==> src/rtl/stackCPU_DEFS.sv <==
// Shared definitions for the CPU run controller: FSM state type, watchdog
// length, PC width and the run-rate period lookup.
package stackCPU_DEFS;

   localparam int unsigned PC_WIDTH_DEF       = 8;
   localparam int unsigned RUNCTL_WDOG_CYCLES = 1024;

   // Shortened tick periods used when SIMULATE=1 (rate_sel 00/01/10/11).
   localparam int unsigned RUNCTL_SIM_PERIOD_1HZ  = 256;
   localparam int unsigned RUNCTL_SIM_PERIOD_4HZ  = 64;
   localparam int unsigned RUNCTL_SIM_PERIOD_16HZ = 16;
   localparam int unsigned RUNCTL_SIM_PERIOD_64HZ = 4;

   typedef enum logic [2:0] {
      IDLE,
      ISSUE,
      WAIT,
      RUN_DLY,
      STOP
   } runctl_state_t;

   function automatic logic [31:0] runctl_period(input logic [1:0]  rate_sel,
                                                 input int unsigned clk_hz,
                                                 input int unsigned simulate);
      logic [31:0] p;
      p = clk_hz;
      if (simulate != 0) begin
         case (rate_sel)
            2'b00:   p = RUNCTL_SIM_PERIOD_1HZ;
            2'b01:   p = RUNCTL_SIM_PERIOD_4HZ;
            2'b10:   p = RUNCTL_SIM_PERIOD_16HZ;
            default: p = RUNCTL_SIM_PERIOD_64HZ;
         endcase
      end else begin
         case (rate_sel)
            2'b00:   p = clk_hz;
            2'b01:   p = clk_hz / 32'd4;
            2'b10:   p = clk_hz / 32'd16;
            default: p = clk_hz / 32'd64;
         endcase
      end
      return p;
   endfunction

endpackage

==> src/rtl/runctl_tick_gen.sv <==
// Run-rate divider: counts while not cleared and flags when the period for the
// current rate_sel has elapsed (compared live, so rate changes act at once).
module runctl_tick_gen
   import stackCPU_DEFS::*;
#(
   parameter int unsigned CLK_FREQUENCY_HZ = 8000000,
   parameter int unsigned SIMULATE         = 0
) (
   input  logic       clk_8MHz,
   input  logic       resetn,
   input  logic       clear_i,
   input  logic [1:0] rate_sel_i,
   output logic       expired_o
);

   logic [31:0] period;
   logic [31:0] cnt_q, cnt_d;

   assign period = runctl_period(rate_sel_i, CLK_FREQUENCY_HZ, SIMULATE);

   // NOTE: combinational blocks assign every output on every path, so no latch is inferred.
   always_comb begin
      cnt_d = cnt_q + 32'd1;
      if (clear_i) cnt_d = '0;
   end

   // NOTE: sequential state uses non-blocking assignments so all registers update together.
   always_ff @(posedge clk_8MHz or negedge resetn) begin
      if (!resetn) cnt_q <= '0;
      else         cnt_q <= cnt_d;
   end

   assign expired_o = (cnt_q >= period - 32'd1);

endmodule

==> src/rtl/cpu_run_controller.sv <==
// Step/run front panel controller for the stack CPU: single step, free run at a
// selectable rate, watchdog timeout; breakpoint stop when RUNCTL_BREAKPOINT_EN is defined.
module cpu_run_controller
   import stackCPU_DEFS::*;
#(
   parameter int unsigned CLK_FREQUENCY_HZ = 8000000,
   parameter int unsigned SIMULATE         = 0
) (
   input  logic                    clk_8MHz,
   input  logic                    resetn,
   input  logic                    step_btn,
   input  logic                    run_btn,
   input  logic [1:0]              rate_sel,
   input  logic                    bp_en,
   input  logic [PC_WIDTH_DEF-1:0] bp_addr,
   input  logic [PC_WIDTH_DEF-1:0] pc,
   input  logic                    valid_result,
   input  logic                    halt,
   input  logic                    error,
   output logic                    single_step,
   output logic                    running,
   output logic                    bp_hit,
   output logic                    timeout,
   output logic [15:0]             step_count
);

   localparam int unsigned WDOG_W = $clog2(RUNCTL_WDOG_CYCLES);
   localparam logic [WDOG_W-1:0] WDOG_LAST = WDOG_W'(RUNCTL_WDOG_CYCLES - 1);

   runctl_state_t     state_q;
   logic              step_prev_q, run_prev_q;
   logic              single_step_q, running_q, bp_hit_q, timeout_q, skip_q;
   logic [15:0]       step_count_q;
   logic [WDOG_W-1:0] wdog_q;

   logic step_edge, run_edge, cpu_stop, tick_expired, bp_match;

   assign step_edge = step_btn & ~step_prev_q;
   assign run_edge  = run_btn & ~run_prev_q;
   assign cpu_stop  = halt | error;

   runctl_tick_gen #(
      .CLK_FREQUENCY_HZ(CLK_FREQUENCY_HZ),
      .SIMULATE        (SIMULATE)
   ) u_tick (
      .clk_8MHz  (clk_8MHz),
      .resetn    (resetn),
      .clear_i   (state_q != RUN_DLY),
      .rate_sel_i(rate_sel),
      .expired_o (tick_expired)
   );

`ifdef RUNCTL_BREAKPOINT_EN
   assign bp_match = bp_en && (pc == bp_addr) && !skip_q;
`else
   logic unused_bp;
   assign unused_bp = ^{bp_en, bp_addr, pc, skip_q};
   assign bp_match  = 1'b0;
`endif

   always_ff @(posedge clk_8MHz or negedge resetn) begin
      if (!resetn) begin
         state_q       <= IDLE;
         step_prev_q   <= 1'b1;  // a button held through reset must not look like a press
         run_prev_q    <= 1'b1;
         single_step_q <= 1'b0;
         running_q     <= 1'b0;
         bp_hit_q      <= 1'b0;
         timeout_q     <= 1'b0;
         skip_q        <= 1'b0;
         step_count_q  <= '0;
         wdog_q        <= '0;
      end else begin
         step_prev_q   <= step_btn;
         run_prev_q    <= run_btn;
         single_step_q <= 1'b0;
         case (state_q)
            IDLE: begin
               if (cpu_stop) begin
                  state_q   <= STOP;
                  running_q <= 1'b0;
               end else if (run_edge) begin
                  state_q   <= RUN_DLY;
                  running_q <= 1'b1;
                  timeout_q <= 1'b0;
               end else if (step_edge) begin
                  state_q       <= ISSUE;
                  single_step_q <= 1'b1;
                  timeout_q     <= 1'b0;
               end
            end
            ISSUE: begin
               state_q      <= WAIT;
               step_count_q <= step_count_q + 16'd1;
               wdog_q       <= '0;
               skip_q       <= 1'b0;
            end
            WAIT: begin
               if (cpu_stop) begin
                  state_q   <= STOP;
                  running_q <= 1'b0;
               end else if (valid_result) begin
                  state_q <= running_q ? RUN_DLY : IDLE;
               end else if (wdog_q == WDOG_LAST) begin
                  state_q   <= IDLE;
                  timeout_q <= 1'b1;
                  running_q <= 1'b0;
               end else begin
                  wdog_q <= wdog_q + 1'b1;
               end
            end
            RUN_DLY: begin
               if (cpu_stop) begin
                  state_q   <= STOP;
                  running_q <= 1'b0;
               end else if (run_edge) begin
                  state_q   <= IDLE;
                  running_q <= 1'b0;
               end else if (tick_expired) begin
                  if (bp_match) begin
                     state_q   <= STOP;
                     bp_hit_q  <= 1'b1;
                     running_q <= 1'b0;
                  end else begin
                     state_q       <= ISSUE;
                     single_step_q <= 1'b1;
                  end
               end
            end
            STOP: begin
               if (!cpu_stop) begin
`ifdef RUNCTL_BREAKPOINT_EN
                  if (run_edge) begin
                     state_q   <= RUN_DLY;
                     running_q <= 1'b1;
                     skip_q    <= 1'b1;
                     bp_hit_q  <= 1'b0;
                  end else if (step_edge) begin
                     state_q       <= ISSUE;
                     single_step_q <= 1'b1;
                     bp_hit_q      <= 1'b0;
                  end
`else
                  state_q <= IDLE;  // only a CPU stop exists; resume once it is released
`endif
               end
            end
            default: state_q <= IDLE;
         endcase
      end
   end

   assign single_step = single_step_q;
   assign running     = running_q;
   assign bp_hit      = bp_hit_q;
   assign timeout     = timeout_q;
   assign step_count  = step_count_q;

endmodule

==> config.mk <==
export PLATFORM = sky130hd
export DESIGN_NAME = cpu_run_controller
export DESIGN_NICKNAME = d
export VERILOG_FILES = /design/src/rtl/stackCPU_DEFS.sv /design/src/rtl/runctl_tick_gen.sv /design/src/rtl/cpu_run_controller.sv
export SDC_FILE = /design/constraint.sdc
export NUM_CORES = 1
export LEC_CHECK = 0
export CAP_MARGIN = 20
export CORE_MARGIN = 5
export CORE_UTILIZATION = 53
export CTS_BUF_LIST = sky130_fd_sc_hd__clkbuf_2
export CTS_CLUSTER_DIAMETER = 30
export CTS_CLUSTER_SIZE = 16
export DETAILED_ROUTE_END_ITERATION = 6
export PLACE_DENSITY_LB_ADDON = 0.3
export SLEW_MARGIN = 10
export SYNTH_ARGS = -nofsm -noshare
export SYNTH_HDL_FRONTEND = slang
export SYNTH_SLANG_ARGS = --single-unit
==> constraint.sdc <==
create_clock -name clk_8MHz -period 4.2 [get_ports clk_8MHz]
set_input_delay 0.84 -clock clk_8MHz [delete_from_list [all_inputs] [get_ports clk_8MHz]]
set_output_delay 0.84 -clock clk_8MHz [all_outputs]
set_load 0.005 [all_outputs]
==> results.md <==
- Sequential fraction of the synthesis area: 43.5%
- Final Skew: 0.0280 ns
- Max-Cap Viols: 0
- Relative slew margins: 33.8%
- Vias: 2967
- Fmax: 337 MHz
- Hpwl dp: 5350 µm
- Max Buffers Root-to-Sink: 2
- Num rows: 30
- Initial antenna violation count: 0
- Synth Register Bits: 66
- Post-CTS sizing: 0
- Path depth of the worst reg2reg path: 4
- R2r setup slk: 1.90 ns
- WHS: 0.456 ns
- Number of diodes: 0
- Power Internal: 839 µW
- RSZ-0062 raised after global routing: no
- Initial DRC Count: 134
- Die footprint: 0.00898 mm²
- Final WS setup: 1.23 ns
- Total power: 1.15 mW
- Pin count of the biggest net entering global routing: 42
- Nets: 486
- Hold_buf cts: 0
- Worst setup SP type: primary input
- WP data required: 4.56 ns
- Critical path type: in -> reg
- Clk_lat worst skew: 0.48 ns
- Worst-path clk slew: 0.19 ns
- GR Overflow Total: 0
- Syn_nets: 455
- Sink Count: 66
- Power Density: 269 mW/mm²
- Reg2reg end: u_tick.cnt_q[30]
- Worst setup EP type: flop
- Initial core utilization: 55.1%
- CP Max Fanout: 7
- Core area: 0.00691 mm²
- Antenna-violating nets left: 0
- Pre-CTS WS: 0.782 ns
- First-pass GRT wire length: 13200 µm
- Cells after DPL: 515
- Layout cells sized above 1: 6.45%
- H-tree Lvls: 3
- Avg Inst Size Synth: 9.54 µm²
- Clock Root Buffer: clkbuf_2
- Slew Viols, Final: 0
- Count of endpoints failing hold in the final timing report: 0
- Yosys Warn Count: 0
- Run status: completed
- Drt total wl: 7400 µm
- Finished Layout Cells: 530
- Combinational share of power: 9.1%
- 1st-pass router iterations: 4
- RR Startpoint: state_q[0]
- Vias in the first global route: 2894
- Setup TNS: 0 ns
- Port Buffer Count: 27
- DIE HEIGHT: 94.7 µm
- GRT Resource Usage Total: 18.5%
- P_sw: 309 µW
- Post-Synthesis Cells: 399
- Wire length per cell: 14.0 µm
- I/O pins: 46
- Placer Congestion: 0.881
- Period utilization: 70.6%
- Finish-stage setup viols: 0
- Residual DRC: 0
- Post-Syn Area: 0.00381 mm²
- Sequential power share: 59.3%
- Origin of the worst setup path: rate_sel[1]
- Number of post-CTS setup repair buffers: 0
- CP arrival: 3.33 ns
- Peak VDD IR: 130 µV
- Clock power frac: 31.6%
- Placed Area: 0.00417 mm²
- Synth unique cells: 46
- Leakage: 1.87 nW
- Final Util: 61.9%
- TritonCTS clock tree: done
- Slew of the pin with the lowest slew margin: 0.991 ns
- Die X: 94.7 µm
- Crit path time final: 2.97 ns
- Finished Cell Area: 0.00428 mm²
- Drt via density: 5.60
- Inserted Clock Buffers: 9
- Sw Ratio: 26.9%
- Area grow syn2layout: 12.3%
- Hold WC Path Type: in -> async
[cell type report]
cell class,instances,area (µm²)
Tap cell,96,120
Sequential cell,66,1650
Timing Repair Buffer,29,280
Multi-Input combinational cell,312,2070
Inverter,12,45.0
Clock buffer,10,50.0
Clock inverter,5,56.3
Fill cell,589,2630
[kinds of logic (layout without fill, tap and decap cells)]
| group | count (synthesis) | in the layout | synth area share, % |
|---|---|---|---|
| adder cells (fa/ha/maj) | 30 | 30 | 9.86 |
| AO/OA/AOI/OAI | 46 | 46 | 7.27 |
| buffers and inverters | 21 | 56 | 2.17 |
| AND/OR/NAND/NOR | 189 | 189 | 26.6 |
| multiplexers | 2 | 2 | 0.526 |
| flip-flops | 66 | 66 | 43.5 |
| XOR/XNOR | 43 | 43 | 9.89 |
| other | 2 | 2 | 0.197 |
[layout by cell type, fill, tap and decap left out, types with 4 or more instances in the layout]
master / Yosys / layout
nand4_1: 18 / 18
nor3_1: 7 / 7
nand3_1: 23 / 23
and3_1: 9 / 9
o21ai_0: 12 / 12
xnor2_1: 22 / 22
dfrtp_1: 64 / 64
nor2b_1: 5 / 5
xor2_1: 21 / 21
nor2_1: 46 / 46
a21oi_1: 17 / 17
clkdlybuf4s50_1: 0 / 26
nand2_1: 45 / 45
ha_1: 30 / 30
and4_1: 4 / 4
nor4_1: 7 / 7
or3_1: 8 / 8
clkbuf_2: 0 / 10
inv_1: 12 / 12
[worst max path at each step]
stage                       end  slack, ns  depth (start not counted)
finish              single_step       1.23                         10
global route        single_step       1.11                         10
CTS                 single_step       1.30                         10
detailed placement   state_q[1]       0.78                         10
global placement    single_step       0.81                         10
floorplan           single_step       1.77                          9
[critical path: stages]
cell and delay (ns):
clkdlybuf4s50_1 0.63, inv_1 0.17, ha_1 0.28, xnor2_1 0.19, ha_1 0.26, a21oi_1 0.13
o21ai_0 0.13, a221oi_1 0.40, and3_1 0.23, o21ai_0 0.07
[sequential cells by signal, summed over array words and instances (netlist names)]
signal	flops
run_prev_q	1
running	1
single_step	1
state_q	3
step_count	16
step_prev_q	1
timeout	1
u_tick.cnt_q	32
wdog_q	10
[metal layers]
metal	track usage, %	part of all wire (%)
met3	5.10	4.1
met5	0	0
met2	28.7	48
met4	5.41	0.89
met1	25.4	47
[synth_stat cells, drive strengths merged]
library cell / count / area (µm²)
a2111oi: 2 / 17.5
a211oi: 2 / 15.0
a21o: 1 / 7.51
a21oi: 17 / 85.1
a221oi: 2 / 17.5
a22oi: 1 / 7.51
a311oi: 1 / 8.76
a31oi: 2 / 12.5
and2: 1 / 6.26
and3: 9 / 56.3
and4: 4 / 35.0
buf: 1 / 7.51
clkbuf: 8 / 30.0
conb: 2 / 7.51
dfrtp: 64 / 1600
dfstp: 2 / 52.6
ha: 30 / 375
inv: 12 / 45.0
mux2i: 2 / 20.0
nand2: 45 / 169
nand3: 26 / 160
nand3b: 1 / 7.51
nand4: 18 / 113
nor2: 46 / 173
nor2b: 5 / 31.3
nor3: 8 / 51.3
nor3b: 2 / 15.0
nor4: 9 / 77.6
nor4b: 2 / 32.5
o211ai: 3 / 22.5
o21ai: 12 / 60.1
o22ai: 1 / 6.26
o311ai: 1 / 8.76
o31ai: 1 / 7.51
or2: 1 / 6.26
or3: 9 / 57.6
or4: 3 / 22.5
xnor2: 22 / 193
xor2: 21 / 184
[power groups by stage]
stage	Sequential [mW]	Combinational, mW	Clock, mW
2_1_floorplan	0.685	0.0604	0
3_3_place_gp	0.691	0.102	0
3_5_place_dp	0.692	0.106	0
4_1_cts	0.680	0.106	0.376
5_1_grt	0.685	0.124	0.403
6_report	0.681	0.104	0.363
Power figures use the tool's default switching activity.
